**src/rtl/sw_vector_sweeper_pkg.sv**
```systemverilog
// sw_vector_sweeper_pkg: state encoding and settle-counter sizing shared by the sweeper.
package sw_vector_sweeper_pkg;
   typedef enum logic [1:0] {S_IDLE = 2'd0, S_SETTLE = 2'd1, S_SAMPLE = 2'd2, S_DONE = 2'd3} state_t;
   localparam int SETTLE_DEF = 4;
   function automatic int cnt_w(input int s);
      return $clog2(s + 1);
   endfunction
   localparam int CNT_W_DEF = cnt_w(SETTLE_DEF);
endpackage

```
**src/rtl/sw_vector_sweeper_settle_timer.sv**
```systemverilog
// sweep_settle_timer: clearable up-counter flagging the last settle cycle.
module sweep_settle_timer #(
   parameter int SETTLE = 4,
   parameter int CW = 3
) (
   input  logic          clk,
   input  logic          rst_n,
   input  logic          load,
   input  logic          en,
   output logic [CW-1:0] cnt,
   output logic          tc
);
   always_ff @(posedge clk)
      if (!rst_n || load) cnt <= '0;
      else if (en) cnt <= cnt + CW'(1);
   assign tc = cnt == CW'(SETTLE - 1);
endmodule

```
**src/rtl/sw_vector_sweeper.sv**
```systemverilog
// sw_vector_sweeper: walks stim through every combination, samples resp against exp after a settle delay.
module sw_vector_sweeper
   import sw_vector_sweeper_pkg::*;
#(
   parameter int WIDTH = 7,
   parameter int RESP_W = 2,
   parameter int SETTLE = SETTLE_DEF
) (
   input  logic              clk,
   input  logic              rst_n,
   input  logic              start,
   output logic [WIDTH-1:0]  stim,
   input  logic [RESP_W-1:0] resp,
   input  logic [RESP_W-1:0] exp,
   output logic              busy,
   output logic              done,
   output logic              pass,
   output logic [WIDTH:0]    err_count,
   output logic [WIDTH-1:0]  first_fail,
   output logic              first_fail_valid
);
   localparam int CW = cnt_w(SETTLE);
   state_t state;
   logic [CW-1:0] cnt;
   logic tc, go, miss;
   assign go = (state == S_IDLE || state == S_DONE) && start;
   assign miss = resp != exp;
   sweep_settle_timer #(.SETTLE(SETTLE), .CW(CW)) u_timer (
      .clk(clk),
      .rst_n(rst_n),
      .load(go || state == S_SAMPLE),
      .en(state == S_SETTLE),
      .cnt(cnt),
      .tc(tc)
   );
   always_ff @(posedge clk)
      if (!rst_n) begin
         state <= S_IDLE;
         stim <= '0;
         err_count <= '0;
         first_fail <= '0;
         first_fail_valid <= 1'b0;
         busy <= 1'b0;
         done <= 1'b0;
         pass <= 1'b0;
      end else
         case (state)
            S_IDLE, S_DONE:
               if (go) begin
                  state <= S_SETTLE;
                  stim <= '0;
                  err_count <= '0;
                  first_fail <= '0;
                  first_fail_valid <= 1'b0;
                  busy <= 1'b1;
                  done <= 1'b0;
                  pass <= 1'b0;
               end
            S_SETTLE: state <= tc ? S_SAMPLE : S_SETTLE;
            S_SAMPLE: begin
               if (miss) err_count <= err_count + (WIDTH+1)'(1);
               if (miss && !first_fail_valid) begin
                  first_fail <= stim;
                  first_fail_valid <= 1'b1;
               end
               // pass must account for a mismatch on the final vector itself
               if (&stim) begin
                  state <= S_DONE;
                  busy <= 1'b0;
                  done <= 1'b1;
                  pass <= !miss && err_count == '0;
               end else begin
                  stim <= stim + WIDTH'(1);
                  state <= S_SETTLE;
               end
            end
            default: state <= S_IDLE;
         endcase
endmodule

```
**config.mk**
```make
export PLATFORM = sky130hd
export DESIGN_NAME = sw_vector_sweeper
export DESIGN_NICKNAME = d
export VERILOG_FILES = /design/src/rtl/sw_vector_sweeper_pkg.sv /design/src/rtl/sw_vector_sweeper_settle_timer.sv /design/src/rtl/sw_vector_sweeper.sv
export SDC_FILE = /design/constraint.sdc
export NUM_CORES = 1
export LEC_CHECK = 0
export ABC_AREA = 0
export CAP_MARGIN = 20
export CORE_MARGIN = 4
export CORE_UTILIZATION = 45
export DETAILED_ROUTE_END_ITERATION = 8
export HOLD_SLACK_MARGIN = 0.15
export PLACE_DENSITY = 0.85
export SYNTH_ARGS = -nofsm -noshare
export SYNTH_HDL_FRONTEND = slang
export SYNTH_HIERARCHICAL = 1
export SYNTH_SLANG_ARGS = --single-unit
```
**constraint.sdc**
```tcl
create_clock -name clk -period 1.9 [get_ports clk]
set_clock_uncertainty 0.2 [all_clocks]
set_input_delay 0.38 -clock clk [delete_from_list [all_inputs] [get_ports clk]]
set_output_delay 0.38 -clock clk [all_outputs]
set_load 0.05 [all_outputs]
```
==> flow_summary.toml, run 1 <==
[sta]
layout_setup_ws_ns = 0.0300
setup_viol = 0
fmax_ghz = 0.535
fin_crit_sh = 0.984
tightest_slew_ns = 0.332
slew_violations = 0
finalHoldViolCount = 0
rsz0062_at_grt = "true"
finalCriticalPeriod_ns = 1.87
maxSlewHeadroom = 0.777

[global_route]
grt_max_degree = 20
grt_pass1_vias = 1457
gr-usage-met3 = 0.0499
grtUsageTotal = 0.196
grtUsageMet1 = 0.249
top_usage_layer = "met2"
grt-ovfl-total = 0
grt_pass1_wl_um = 6690
met2_usage = 0.314
antenna_found_initial = 0

[route]
vias = 1588
viasPerCell = 5.36
dr.pass1.iters = 4
wl_um = 4010
route.detailed.drc = 0
drtAntennaViolNets = 0
drt_iter0_markers = 89
wl_per_cell_um = 13.5

[synthesis]
synth_top_flop_cell = "dfxtp_1"
synth_area_leader_cell = "dfxtp_1"
netlist_area_mm2 = 0.00159
synth_area_per_cell_um2 = 8.52
yosys-top-cells-count = "dfxtp_1, nand2_1, a21oi_1, nor2_1"
ys_seq_area_frac = 0.391
synth_top_area_share = 0.391
ys_seq_elements = 31
synthArstFlopShare = 0
synth_nets = 200
ys_warn_count = 6
yosysMostFrequentCell = "dfxtp_1"
syn_inst = 186
synth_area_leaders = "dfxtp_1, ha_1, nand2_1"
synth-edff-count = 0
ys_types = 41

[place]
routabilityCongestion = 0.871
dp_slack_ns = -0.391
port_buffers = 32
dp_hpwl_um = 3030
dp_cells = 287
dpl_cell_area_mm2 = 0.00221

[critical_path]
arrival_ns = 1.90
criticalPathCategory = "flop to flop"
cp_data_required_time_ns = 1.93
cp-end-kind = "flop"
start_kind = "flop"
critPathMaxFanout = 19

[finish]
diodes = 0
nNetsFinal = 264
fin_cells = 296
finish.instance_area_mm2 = 0.00232
post-route-util = 0.691
layout-drive-gt1-share = 0.332
area_growth_pct = 46.6

[clock_tree]
cts_tree = "yes"
clock_path_buffers = 2
holdBufCountCts = 0
insertion_delay_ns = 0.33
cts.sinks = 31
numCtsBuffers = 5
root_buffer = "clkbuf_4"
cts.clk_slew.worst_paths_ns = 0.10
htreeDepth = 2

[die]
fp.dieArea_mm2 = 0.00454
floorplan.initialDensity = 0.471
core_area_mm2 = 0.00336
fp-row-count = 21
pin_count = 33
die_h_um = 67.4
die_x_um = 67.4

[job]
cap_viol_max_count = 0

[power_and_ir_drop]
irDropWorstVdd_mv = 0.409
power_mw = 1.32
p_leak_nw = 0.958
p_per_area_mw_per_mm2 = 570

[status]
outcome = "completed"

[worst_hold_path]
hold_path_class = "flop to flop"
-- worst paths after layout --
path	from	to	cells past startpoint	slack [ns]
setup / recovery	state[0]$_SDFFE_PN0P_	err_count[7]$_SDFFE_PN0P_	7	0.03
hold / removal	first_fail[3]$_SDFFE_PN0P_	first_fail[3]$_SDFFE_PN0P_	2	0.29
setup reg to reg	state[0]$_SDFFE_PN0P_	err_count[7]$_SDFFE_PN0P_	7	0.03
hold reg to reg	first_fail[3]$_SDFFE_PN0P_	first_fail[3]$_SDFFE_PN0P_	2	0.29
-- critical path, cell delays in order (launching register included) --
cell     delay [ns]
dfxtp_2        0.34
inv_2          0.04
ha_4           0.29
mux2_4         0.19
o31ai_4        0.08
buf_12         0.15
o31a_1         0.29
o21a_1         0.18
-- report_power, final --
part	internal [mW]	switching (mW)	total (mW)
registers	0.664	0.0141	0.679
logic	0.127	0.133	0.260
clock network	0.171	0.215	0.386
total	0.963	0.361	1.32
-- metal layers --
layer  part of all wire  up-vias
met2               0.46       44
li1                   -      808
met5                  0        -
met4              0.018        0
met3              0.056        6
met1               0.46      730
-- cell families (layout without fill, tap and decap cells) --
family,Yosys count,after routing,synth area share
xor gates and xnor gates,8,8,0.0442
adders and majority gates,7,7,0.0552
AOI/OAI and AO/OA,47,47,0.202
buffers and inverters,19,83,0.0552
and+or+nand+nor,70,70,0.223
DFF,31,31,0.391
muxes,4,4,0.0284
-- timing repair --
action	in CTS	in global routing
hold endpoints to repair	0	0
resized for setup	5	7
pin swaps	4	2
buffers inserted	1	2
setup endpoints to repair	14	10
-- flip-flops by register name, summed over array words and instances, names as in the netlist --
name and flops:
pass 1, state 2, done 1, busy 1, stim 7, err_count 8, u_timer/cnt 3, first_fail 7
first_fail_valid 1
-- layout make-up --
cell class                 count  area [um^2]
clock buffer                   6         51.3
clock inverter                 1         5.00
fill                         261         1040
inverter                      11         41.3
multi-input combinational    136          910
sequential                    31          627
tap                           46         57.6
timing repair buffer          65          632
-- stage by stage --
step	hold slack [ns]	setup TNS [ns]
final	0.285	0
after floorplan	0.265	-0.0218
after global placement	0.254	-3.97
after CTS	0.292	0
after global routing	0.315	-0.0380
after detailed placement	0.270	-4.62
-- cells in the final DEF (no fill, tap or decap), drive strengths merged, types with 2 or more instances in the layout --
master,netlist,final
buf,4,59
dfxtp,31,31
nand2,21,21
a21oi,14,14
nor2,14,14
inv,11,11
nand3,10,10
o21ai,9,9
ha,7,7
clkdlybuf4s50,0,6
clkbuf,4,6
a31oi,5,5
xor2,5,5
and3,4,4
o211ai,4,4
xnor2,3,3
nor3,3,3
or3,3,3
nor4,3,3
a32oi,3,3
a211oi,3,3
or4,3,3
mux2i,3,3
nand4,2,2
and2,2,2
o31a,2,2
nand4b,2,2
Power figures use the tool's default switching activity.
==> run 2: changes to the inputs <==
- HOLD_SLACK_MARGIN: 0.15 -> 0.08
==> results of run 2 <==
Same layout as run 1: the final DEF is identical, and so are final timing and power.
==> run 3: changes to the inputs <==
- CTS_CLUSTER_SIZE: default -> 10
- GPL_TIMING_DRIVEN: default -> 0
- TNS_END_PERCENT: default -> 5
==> flow_summary.toml, run 3 (synthesis gave the netlist of run 1 again) <==
[status]
outcome = "complete, but fails checks"
violations = "negative setup slack"

[global_route]
grt_pass1_vias = 1385
grt-ovfl-total = 0
grt_pass1_wl_um = 6420
antenna_found_initial = 0
grtUsageTotal = 0.191
grt_max_degree = 11

[finish]
regMostFlops = "err_count"
area_growth_pct = 32.2
largest_reg_flops = 8
nNetsFinal = 240
fin_cells = 273
final_cell_mix = "dfxtp_1, nand2_1, nor2_1, dlygate4sd2_1, nand3_1"
layout-drive-gt1-share = 0.220
post-route-util = 0.623
final_common_cell = "dfxtp_1"
top_regs = "err_count: 8 flops, first_fail: 7 flops, stim: 7 flops"
diodes = 0

[clock_tree]
cts.sinks = 31
root_buffer = "clkbuf_4"
numCtsBuffers = 5
holdBufCountCts = 0
insertion_delay_ns = 0.35
cts_tree = "yes"
cts.clk_slew.worst_paths_ns = 0.09
htreeDepth = 2
cts_setup_buffers = 0
clock_path_buffers = 2

[die]
floorplan.initialDensity = 0.471
die_h_um = 67.4
fp-row-count = 21
core_area_mm2 = 0.00336
fp.dieArea_mm2 = 0.00454
pin_count = 33
die_x_um = 67.4

[place]
port_buffers = 32
dp_hpwl_um = 2800
dp_cells = 264
routabilityCongestion = 0.813

[route]
drtAntennaViolNets = 0
dr.pass1.iters = 4
wl_per_cell_um = 15.8
drt_iter0_markers = 139
wl_um = 4310
route.detailed.drc = 0
vias = 1586
viasPerCell = 5.81

[sta]
fin_crit_sh = 1.02
slew_violations = 0
fmax_ghz = 0.517
setup_tns_ns = -0.0484
layout_setup_ws_ns = -0.0344
finalHoldViolCount = 0
setup_viol = 2
maxSlewHeadroom = 0.613
rsz0062_at_grt = "true"
tightest_slew_ns = 0.580
finalCriticalPeriod_ns = 1.93

[job]
cap_viol_max_count = 0

[critical_path]
path_cells = "clkdlybuf4s50_1 > xnor2_1 > a31oi_2 > buf_6 > a32oi_1 > a21oi_2"
cp_data_required_time_ns = 1.91
start_kind = "input pin"
cp-end-kind = "flop"
slowest_stage = "clkdlybuf4s50_1"
critPathMaxFanout = 10
arrival_ns = 1.95
criticalPathCategory = "input pin to flop"
critPathMaxStageDelay_ns = 0.48

[power_and_ir_drop]
p_per_area_mw_per_mm2 = 611
p_leak_nw = 0.837
irDropWorstVdd_mv = 0.440
power_mw = 1.28

[worst_hold_path]
hold_path_class = "flop to flop"
## run 3: final timing paths
kind,slack [ns],endpoint,cells after the start,from
setup / recovery,-0.03,first_fail[4]$_SDFFE_PN0P_,6,exp[1]
hold / removal,0.28,done$_SDFFE_PN0P_,2,done$_SDFFE_PN0P_
setup reg to reg,-0.03,first_fail[4]$_SDFFE_PN0P_,7,state[0]$_SDFFE_PN0P_
hold reg to reg,0.28,done$_SDFFE_PN0P_,2,done$_SDFFE_PN0P_
## run 3: power by group
part           switching [mW]  internal, mW
sequential             0.0149         0.665
combinational           0.139        0.0903
clock                   0.229         0.144
total                   0.382         0.899
## run 3: routing by layer
metal  share of wire  GRT usage  wire, um  up-vias
li1                -          -         -      756
met2            0.47      0.282      2010       74
met1            0.43      0.245      1860      748
met4           0.022      0.111        93        0
met3           0.080     0.0582       347        8
met5               0          0         0        -
## run 3: worst max-delay path: cells and delay by family
family	cells	cell delay (ns)
buffers and inverters	2	0.66
AOI/OAI and AO/OA	3	0.52
xor gates and xnor gates	1	0.38
## run 3: area by class of cell
type                            instances  area [um^2]
Buffer                                  7         56.3
Clock buffer                            7         45.0
Clock inverter                          1         5.00
Fill cell                             309         1270
Inverter                               11         41.3
Multi-Input combinational cell        137          971
Sequential cell                        31          627
Tap cell                               46         57.6
Timing Repair Buffer                   33          293
## run 3: stage by stage
stage               cell area (um^2)  hold WS (ns)  setup WS [ns]
global route                    2100         0.312        -0.0902
CTS                             2040         0.282        -0.0381
floorplan                       1590         0.265        -0.0218
global placement                1970         0.260         -0.509
finish                          2100         0.279        -0.0344
detailed placement              1970         0.269         -0.527
## run 3: repair_timing
action | CTS | global route
pin swaps | 9 | 3
gates resized for setup | 52 | 32
gates cloned | 0 | 2
hold endpoints to repair | 0 | 0
endpoints found under the setup margin | 50 | 29
